File: src/rtl/pueo_beam_scaler_pkg.sv
// pueo_beam_scaler_pkg
//   Shared constants and types for the dual-beam trigger scaler.
//   NTRIG         : number of trigger bits (beam A th0/th1, beam B th0/th1)
//   *_DEF         : default widths for the scaler, holdoff and period values
//   scaler_state_t: IDLE (disabled) / RUN (counting) state encoding
package pueo_beam_scaler_pkg;

   localparam int NTRIG            = 4;
   localparam int SC_BITS_DEF      = 16;
   localparam int HOLDOFF_BITS_DEF = 8;
   localparam int PERIOD_BITS_DEF  = 24;

   typedef enum logic [0:0] {
      ST_IDLE = 1'b0,
      ST_RUN  = 1'b1
   } scaler_state_t;

endpackage

File: src/rtl/beam_trig_holdoff.sv
// beam_trig_holdoff
//   One trigger bit: holdoff (dead-time) gating, registered output pulse and
//   a saturating event accumulator that restarts at each period boundary.
//   Ports:
//     clk       in   clock
//     rst       in   asynchronous active-high reset
//     run       in   1 = counting; 0 = counter, accumulator and pulse held at 0
//     trigger   in   raw trigger bit
//     holdoff   in   dead-time loaded on each accepted event
//     period_end in  terminal-count clock of the scaler period
//     trig      out  registered pulse, one clock after each accepted event
//     count     out  current accumulator value (sampled by the bank latch)
module beam_trig_holdoff
   import pueo_beam_scaler_pkg::*;
#(
   parameter int SC_BITS      = SC_BITS_DEF,
   parameter int HOLDOFF_BITS = HOLDOFF_BITS_DEF
) (
   input  logic                    clk,
   input  logic                    rst,
   input  logic                    run,
   input  logic                    trigger,
   input  logic [HOLDOFF_BITS-1:0] holdoff,
   input  logic                    period_end,
   output logic                    trig,
   output logic [SC_BITS-1:0]      count
);

   localparam logic [HOLDOFF_BITS-1:0] HOLD_ZERO = '0;
   localparam logic [HOLDOFF_BITS-1:0] HOLD_ONE  = HOLDOFF_BITS'(1);
   localparam logic [SC_BITS-1:0]      SC_ZERO   = '0;
   localparam logic [SC_BITS-1:0]      SC_ONE    = SC_BITS'(1);
   localparam logic [SC_BITS-1:0]      SC_MAX    = '1;

   logic [HOLDOFF_BITS-1:0] hold_cnt_r;
   logic [SC_BITS-1:0]      acc_r;
   logic                    trig_r;
   logic                    accept_s;

   // An event is accepted only while running and the dead-time has expired.
   always_comb begin
      accept_s = 1'b0;
      if (run && trigger && (hold_cnt_r == HOLD_ZERO)) begin
         accept_s = 1'b1;
      end else begin
         accept_s = 1'b0;
      end
   end

   // Dead-time counter: loads on accept, counts down to zero otherwise.
   // holdoff is only sampled at load time, so a change never disturbs a
   // count already in progress.
   always_ff @(posedge clk or posedge rst) begin
      if (rst) begin
         hold_cnt_r <= HOLD_ZERO;
      end else if (!run) begin
         hold_cnt_r <= HOLD_ZERO;
      end else if (accept_s) begin
         hold_cnt_r <= holdoff;
      end else if (hold_cnt_r != HOLD_ZERO) begin
         hold_cnt_r <= hold_cnt_r - HOLD_ONE;
      end else begin
         hold_cnt_r <= hold_cnt_r;
      end
   end

   // Saturating accumulator. On the period boundary the old value is taken
   // by the bank latch and an event accepted on that same clock opens the
   // new period with a count of one.
   always_ff @(posedge clk or posedge rst) begin
      if (rst) begin
         acc_r <= SC_ZERO;
      end else if (!run) begin
         acc_r <= SC_ZERO;
      end else if (period_end) begin
         acc_r <= accept_s ? SC_ONE : SC_ZERO;
      end else if (accept_s && (acc_r != SC_MAX)) begin
         acc_r <= acc_r + SC_ONE;
      end else begin
         acc_r <= acc_r;
      end
   end

   // Output pulse register (latency one clock from the accepting edge).
   always_ff @(posedge clk or posedge rst) begin
      if (rst) begin
         trig_r <= 1'b0;
      end else begin
         trig_r <= accept_s;
      end
   end

   assign trig  = trig_r;
   assign count = acc_r;

endmodule

File: src/rtl/dual_beam_scaler.sv
// dual_beam_scaler
//   Holdoff-gated trigger outputs plus periodic scalers for the four
//   dual-beam trigger bits. Four beam_trig_holdoff slices do the per-bit
//   work; this level owns the IDLE/RUN control, the period counter, the
//   latched scaler bank and the registered readout mux.
//   Ports:
//     clk_i        in   clock
//     rst_i        in   asynchronous active-high reset
//     trigger_i    in   [0] A th0, [1] A th1, [2] B th0, [3] B th1
//     enable_i     in   level enable (RUN when high)
//     holdoff_i    in   dead-time after each accepted event, all bits
//     period_i     in   scaler period in clocks (0 behaves as 1)
//     trig_o       out  holdoff-gated trigger pulses
//     sc_addr_i    in   selects the latched scaler to read
//     sc_dat_o     out  selected latched scaler, one clock after sc_addr_i
//     sc_update_o  out  one-clock pulse when a new bank is latched
module dual_beam_scaler
   import pueo_beam_scaler_pkg::*;
#(
   parameter int SC_BITS      = SC_BITS_DEF,
   parameter int HOLDOFF_BITS = HOLDOFF_BITS_DEF,
   parameter int PERIOD_BITS  = PERIOD_BITS_DEF
) (
   input  logic                    clk_i,
   input  logic                    rst_i,
   input  logic [NTRIG-1:0]        trigger_i,
   input  logic                    enable_i,
   input  logic [HOLDOFF_BITS-1:0] holdoff_i,
   input  logic [PERIOD_BITS-1:0]  period_i,
   output logic [NTRIG-1:0]        trig_o,
   input  logic [1:0]              sc_addr_i,
   output logic [SC_BITS-1:0]      sc_dat_o,
   output logic                    sc_update_o
);

   localparam logic [PERIOD_BITS-1:0] PERIOD_ZERO = '0;
   localparam logic [PERIOD_BITS-1:0] PERIOD_ONE  = PERIOD_BITS'(1);
   localparam logic [SC_BITS-1:0]     SC_ZERO     = '0;

   scaler_state_t           state_r;
   scaler_state_t           state_nxt_s;
   logic                    run_s;
   logic                    period_start_s;
   logic [PERIOD_BITS-1:0]  reload_s;
   logic [PERIOD_BITS-1:0]  cur_cnt_s;
   logic                    tc_s;
   logic [PERIOD_BITS-1:0]  pcnt_r;
   logic [SC_BITS-1:0]      count_s [NTRIG];
   logic [SC_BITS-1:0]      bank_r  [NTRIG];
   logic [NTRIG-1:0]        trig_s;
   logic [SC_BITS-1:0]      sc_dat_r;
   logic                    sc_update_r;

   // State register.
   always_ff @(posedge clk_i or posedge rst_i) begin
      if (rst_i) begin
         state_r <= ST_IDLE;
      end else begin
         state_r <= state_nxt_s;
      end
   end

   // Next state and run qualifiers. Leaving IDLE takes effect on the same
   // clock enable_i is seen high: that clock is the first of a new period
   // and triggers are already evaluated on it.
   always_comb begin
      state_nxt_s    = state_r;
      run_s          = 1'b0;
      period_start_s = 1'b0;
      case (state_r)
         ST_IDLE: begin
            if (enable_i) begin
               state_nxt_s    = ST_RUN;
               run_s          = 1'b1;
               period_start_s = 1'b1;
            end else begin
               state_nxt_s    = ST_IDLE;
            end
         end
         ST_RUN: begin
            if (enable_i) begin
               state_nxt_s = ST_RUN;
               run_s       = 1'b1;
            end else begin
               state_nxt_s = ST_IDLE;
            end
         end
         default: begin
            state_nxt_s = ST_IDLE;
         end
      endcase
   end

   // Reload value (period 0 behaves as period 1) and the effective count
   // for this clock. On a period start the count comes straight from the
   // reload value, so the counter contents after reset never matter.
   always_comb begin
      reload_s  = PERIOD_ZERO;
      cur_cnt_s = pcnt_r;
      tc_s      = 1'b0;
      if (period_i == PERIOD_ZERO) begin
         reload_s = PERIOD_ZERO;
      end else begin
         reload_s = period_i - PERIOD_ONE;
      end
      if (period_start_s) begin
         cur_cnt_s = reload_s;
      end else begin
         cur_cnt_s = pcnt_r;
      end
      tc_s = run_s && (cur_cnt_s == PERIOD_ZERO);
   end

   // Period counter: tracks the reload value while idle, counts down while
   // running, reloads on terminal count (period_i only sampled there).
   always_ff @(posedge clk_i or posedge rst_i) begin
      if (rst_i) begin
         pcnt_r <= PERIOD_ZERO;
      end else if (!run_s) begin
         pcnt_r <= reload_s;
      end else if (tc_s) begin
         pcnt_r <= reload_s;
      end else begin
         pcnt_r <= cur_cnt_s - PERIOD_ONE;
      end
   end

   // Latched bank: captures the accumulators on terminal count only, so a
   // partial period cut short by disable or reset is never published.
   always_ff @(posedge clk_i or posedge rst_i) begin
      if (rst_i) begin
         for (int i = 0; i < NTRIG; i++) begin
            bank_r[i] <= SC_ZERO;
         end
      end else if (tc_s) begin
         for (int i = 0; i < NTRIG; i++) begin
            bank_r[i] <= count_s[i];
         end
      end else begin
         for (int i = 0; i < NTRIG; i++) begin
            bank_r[i] <= bank_r[i];
         end
      end
   end

   // Update strobe and registered readout mux.
   always_ff @(posedge clk_i or posedge rst_i) begin
      if (rst_i) begin
         sc_update_r <= 1'b0;
         sc_dat_r    <= SC_ZERO;
      end else begin
         sc_update_r <= tc_s;
         sc_dat_r    <= bank_r[sc_addr_i];
      end
   end

   for (genvar g = 0; g < NTRIG; g++) begin : g_bit
      beam_trig_holdoff #(
         .SC_BITS      (SC_BITS),
         .HOLDOFF_BITS (HOLDOFF_BITS)
      ) u_holdoff (
         .clk        (clk_i),
         .rst        (rst_i),
         .run        (run_s),
         .trigger    (trigger_i[g]),
         .holdoff    (holdoff_i),
         .period_end (tc_s),
         .trig       (trig_s[g]),
         .count      (count_s[g])
      );
   end

   assign trig_o      = trig_s;
   assign sc_dat_o    = sc_dat_r;
   assign sc_update_o = sc_update_r;

endmodule

File: config.mk
export PLATFORM = sky130hd
export DESIGN_NAME = dual_beam_scaler
export DESIGN_NICKNAME = d
export VERILOG_FILES = /design/src/rtl/pueo_beam_scaler_pkg.sv /design/src/rtl/beam_trig_holdoff.sv /design/src/rtl/dual_beam_scaler.sv
export SDC_FILE = /design/constraint.sdc
export NUM_CORES = 1
export LEC_CHECK = 0
export ABC_CLOCK_PERIOD_IN_PS = 8020
export BUFFER_PORTS_ARGS = -buffer_cell sky130_fd_sc_hd__buf_2
export CAP_MARGIN = 20
export CORE_MARGIN = 2
export CORE_UTILIZATION = 45
export CTS_CLUSTER_SIZE = 10
export DETAILED_ROUTE_END_ITERATION = 10
export PLACE_DENSITY = 0.61
export SLEW_MARGIN = 20
export SYNTH_ARGS = -nofsm -noshare
export SYNTH_HDL_FRONTEND = slang
export SYNTH_SLANG_ARGS = --single-unit
File: constraint.sdc
create_clock -name clk_i -period 8.02 [get_ports clk_i]
set_clock_uncertainty 0.2 [all_clocks]
set_input_delay 1.203 -clock clk_i [delete_from_list [all_inputs] [get_ports clk_i]]
set_output_delay 1.203 -clock clk_i [all_outputs]
set_load 0.1 [all_outputs]
Yosys cells after proc, flatten, opt, wreduce, memory -nomap -nowiden
Index checks and enable logic that the tools add are counted.
- register bits after elaboration: 206
- latch bits: 0
- RAM bits: 0
- bits in read-only memories: 0
- bits of input ports: 41
- output and inout bits: 21
- word-level logic and storage cells: 108
- memories kept: 0
- add/sub/neg operators: 10
- $mul: 0
- divide/modulo/power cells: 0
- $lt $le $gt $ge: 1
- eq/ne operators: 12
- shift operators: 0
- mux-type cells: 41
- bitwise operators: 1
- reduce and logical (&&, ||, !) cells: 23
- operators by type and width (operator ; count):
    $mux 16 ; 14
    $mux 24 ; 4
    $mux 8 ; 12
    $add 16x1->16 const B ; 4
    $ne 16x16->1 const B ; 4
    $logic_not 24->1 ; 2
    $sub 24x1->24 const B ; 2
    $bmux 16 s2 ; 1
    $logic_not 8->1 ; 4
    $reduce_bool 8->1 ; 4
    $sub 8x1->8 const B ; 4
    $logic_and 1x1->1 ; 13
    $mux 1 ; 10
    $ne 3x1->1 const B ; 3
    $ne 3x2->1 const B ; 3
    $ne 3x3->1 const B ; 2
    $ge 3x3->1 const B ; 1
    $not 2->3 ; 1

Depth between registers and ports, before layout
- depth in word-level cells: 8
- depth in mapped cells: 16
- mapped depth without buffers: 14

By module
Synthesis repeated with hierarchy kept, for this count alone.
- cell total of the unflattened synthesis: 1170
- area total of the unflattened synthesis: 12081.6 µm²
- modules (own cells, without submodules) (module ; times used ; cells each ; area each (µm²)):
    dual_beam_scaler ; 1 ; 590 ; 6451.2
    beam_trig_holdoff ; 4 ; 145 ; 1407.6

Worst setup path after synthesis
No wires, ideal clock.
- path kind: input to register
- start point: input period_i[15]
- end point: register pcnt_r[4]
- library setup time: 0.111 ns
- arrival time: 4.209 ns
- path slack: 3.500 ns
- cell stages on the path: 14
- cells stage by stage: nor4_2 > nand4b_1 > nor3_2 > clkbuf_1 > nor3_1 > a21oi_1 > ha_1 > a21boi_1 > and2_2 > nand3_2 > or3_1 > buf_6 > a21bo_1 > a222oi_1
- word-level cells in the longest chain between the ends: 7
- RTL lines (item ; line ; text):
    from (decl) ; dual_beam_scaler.sv:29 ; input logic [PERIOD_BITS-1:0] period_i,
    $sub 24x1->24 or $logic_not 24->1 (tied branches) ; dual_beam_scaler.sv:104, dual_beam_scaler.sv:101 ;
    $mux 24 (*) ; dual_beam_scaler.sv:101 ; if (period_i == PERIOD_ZERO) begin
    $mux 24 ; dual_beam_scaler.sv:106 ; if (period_start_s) begin
    $logic_not 24->1 ; dual_beam_scaler.sv:111 ; tc_s = run_s && (cur_cnt_s == PERIOD_ZERO);
    $logic_and 1x1->1 ; dual_beam_scaler.sv:111 ;
    $mux 24 ; dual_beam_scaler.sv:121 ; end else if (tc_s) begin
    $mux 24 (*) ; dual_beam_scaler.sv:119 ; end else if (!run_s) begin
    to (signal assigned) ; dual_beam_scaler.sv:120 ; pcnt_r <= reload_s;
    to (signal assigned) ; dual_beam_scaler.sv:122 ; pcnt_r <= reload_s;
    to (signal assigned) ; dual_beam_scaler.sv:124 ; pcnt_r <= cur_cnt_s - PERIOD_ONE;
    to (decl) ; dual_beam_scaler.sv:47 ; logic [PERIOD_BITS-1:0] pcnt_r;
Mark *: on every way between the ends. The rest lies on a longest branch, timed or not.
A chain may end at the register's enable or synchronous reset.

Final worst setup path
- start point: input period_i[4]
- end point: register pcnt_r[4]
- word-level cells in the longest chain between the ends: 7
- RTL lines (item ; line):
    $sub 24x1->24 or $logic_not 24->1 (tied branches) ; dual_beam_scaler.sv:104, dual_beam_scaler.sv:101
    $mux 24 (*) ; dual_beam_scaler.sv:101
    branches (longest 4 deep; another with $sub 24x1->24) ; n/a
    $mux 24 (*) ; dual_beam_scaler.sv:119
Mark *: on every way between the ends.

==> flow_summary.json <==
{
  "gpl.final_weighted_congestion": 0.8654,
  "worst_slack_ps": 2732,
  "post-route-period-util": 0.6594,
  "detailedRoute.firstIterationViolations": 586,
  "synth_seq_cells": 206,
  "fin_tns_setup_ps": 0,
  "seq_total_area_yosys": 0.4605,
  "run_status": "finished, final reports clean",
  "grt_use_total": 0.2030,
  "drive_gt1_frac": 0.1730,
  "synth_top_cell_area_share": 0.4605,
  "critical_path_arrival_ps": 5500,
  "post-route-min-period_ps": 5288,
  "die_width_um": 161.7,
  "numPortBuffers": 61,
  "clock_transition_at_the_registers_of_the_reported_paths_ps": 60,
  "max-vdd-ir-drop_mv": 0.1389,
  "die_height_um": 161.7,
  "hpwlAfterDp_mm": 17.79,
  "timing_max_transition_violations_final": 0,
  "clock.fmax_ghz": 0.1891,
  "detail-route-antenna-nets": 0,
  "number_of_global_route_vias_before_repair": 8015,
  "setup-violations-final": 0,
  "design.core.area_mm2": 0.02439,
  "share_clk_of_total_power": 0.367,
  "grt_start_max_net_pins": 136,
  "clockBufferDepth": 3,
  "clock_sinks": 206,
  "yosysTopAreaCell": "dfrtp_1",
  "timing.hold.ws_ps": 284.1,
  "cts-htree-levels": 1,
  "synth_top_cells_by_count": "206 x dfrtp_1, 146 x nor2_1, 76 x nand2_1",
  "cts_buffers": 25,
  "clock_tree.root_cell": "clkbuf_16",
  "dr_total_vias": 8413,
  "grt_pass1_wl_mm": 42.94,
  "drv_cap": 0,
  "post_synth_num_cell_types": 84,
  "syn_nets": 1154,
  "routed_wl_mm": 26.24,
  "max_slew_margin": 0.2748,
  "cts_tree": "done",
  "clk-insertion-delay-late_ps": 520,
  "yosysMostFrequentCell": "dfrtp_1",
  "holdBufCountCts": 0,
  "power_per_cell_area_mw_per_mm2": 223.6,
  "synthArstFlopShare": 1.000,
  "grt-ovfl-total": 0,
  "post_drt_via_cell_ratio": 5.708,
  "synth_edf_count": 0,
  "nNetsFinal": 1195,
  "synth_top_cells_by_area": "dfrtp_1 46%, nor2_1 4.9%, mux2_2 4.7%",
  "synth_flop_cell": "dfrtp_1",
  "grt_setup_unrepaired": "false",
  "power.share.switching": 0.2933,
  "power_share_of_the_sequential_group": 0.431,
  "critPathLaunchType": "input port",
  "worst-endpoint-required_ps": 8230,
  "cts.repair.resized": 0,
  "cts_post_setup_buffers_inserted": 0,
  "die_area_mm2": 0.02615,
  "number_of_core_rows": 57,
  "hold_class": "reg -> reg",
  "finalNonFillerCells": 1474,
  "worst_pin_slew_ps": 1080,
  "post_synthesis_instance_area_mm2": 0.01119,
  "gate_count_post_synth": 1102,
  "antenna_cells": 0,
  "switching_power_mw": 0.8137,
  "worst-path-max-fanout": 75,
  "dp.cells": 1440,
  "antenna_found_initial": 0,
  "postSynthAreaPerCell_um2": 10.16,
  "drt_first_pass_iters": 5,
  "timing_hold_violations_final": 0,
  "nFillCells": 2224,
  "synth-warning-count": 0,
  "wl_per_cell_um": 17.80,
  "ioPinCount": 62,
  "total_leakage_power_nw": 5.477,
  "flow.area_growth_from_synthesis_pct": 10.84,
  "setup.worst_path.class": "in -> reg",
  "endpoint_kind": "register",
  "detail_route.drc_violations": 0,
  "power_report.internal_total_mw": 1.961,
  "start_util": 0.4589,
  "combinationalPowerShare": 0.202,
  "preCtsSetupSlack_ps": 2281
}
[per-layer routing]
| layer | routed length, µm | vias to the layer above | global-route usage |
|---|---|---|---|
| met1 | 12240 | 4172 | 0.2889 |
| met2 | 12380 | 190 | 0.3306 |
| li1 | - | 4018 | - |
| met3 | 1215 | 33 | 0.02962 |
| met5 | 0 | - | 0 |
| met4 | 399 | 0 | 0.04787 |
[final timing paths]
kind | from | end | slack [ps] | cells past startpoint
setup / recovery | period_i[4] | pcnt_r[4] | 2730 | 15
hold / removal | bank_r[60] | bank_r[60] | 280 | 1
setup reg to reg | state_r | pcnt_r[4] | 3710 | 11
hold reg to reg | bank_r[60] | bank_r[60] | 280 | 1
max in group asynchronous | rst_i | bank_r[37] | 5450 | 3
min in group asynchronous | rst_i | g_bit[0].u_holdoff.trig | 680 | 2
[area by class of cell]
cell class	count	area, µm²	share of cell area
clock buffer	31	658.1	0.05305
clock inverter	3	55.05	0.004437
inverter	29	116.4	0.009379
multi-input combinational	809	5628	0.4536
sequential	206	5156	0.4156
tap	324	405.4	0.03267
timing repair buffer	72	387.9	0.03126
[logic make-up after synthesis]
kind of cell	share of synthesized area
flip-flops	0.4605
AND/OR/NAND/NOR	0.1861
AO/OA/AOI/OAI	0.1127
buffers and inverters	0.03778
multiplexers	0.1037
XOR/XNOR	0.08686
adder cells (fa/ha/maj)	0.01230
[placed cells by master, fill, tap and decap left out, types with 9 or more instances in the layout]
master,synthesis,routed
dfrtp_1,206,205
nor2_1,146,146
nand2_1,76,76
buf_2,14,61
xor2_1,58,58
xnor2_1,53,53
mux2_2,47,47
a21oi_1,43,43
nor3_1,40,40
o21ai_0,35,35
nand3_1,33,33
inv_1,28,27
clkbuf_16,0,25
nand4_1,21,21
a211oi_1,20,20
mux2_1,17,17
mux4_2,16,16
or3_1,13,13
and3_1,13,13
a31oi_1,11,11
ha_1,11,11
buf_4,5,11
nor3b_1,9,9
[power by group through the flow]
stage                     registers, mW  logic (mW)  clock network [mW]
after floorplan                    1.19       0.459                   0
after global placement             1.21       0.552                   0
after detailed placement           1.21       0.564                   0
after CTS                          1.19       0.564                1.05
after global routing               1.21       0.635                1.10
final                              1.20       0.560                1.02
[through the flow]
stage          area [µm²]  utilization  power [mW]
2_1_floorplan       11190            -       1.650
5_1_grt             12410       0.5087       2.937
6_report            12410       0.5087       2.774
3_3_place_gp        11690       0.4794       1.763
4_1_cts             12410       0.5086       2.806
3_5_place_dp        11690       0.4794       1.774
[critical path: stages]
cell	delay, ps
buf_2	140
nor3_1	880
nand4b_2	310
nor3_2	170
buf_4	240
nor3_1	70
a21oi_1	190
ha_1	250
a21boi_1	210
and2_2	250
nand3_2	160
o31ai_4	270
buf_4	670
nor2_1	130
a222oi_1	340
[flip-flops by register name, summed over array words and instances, names as in the netlist]
register                    count
bank_r                         64
sc_update_o                     1
g_bit.u_holdoff.trig            4
g_bit.u_holdoff.count          64
sc_dat_o                       16
g_bit.u_holdoff.hold_cnt_r     32
state_r                         1
pcnt_r                         24
No activity file was read; power rests on OpenSTA's default activity.
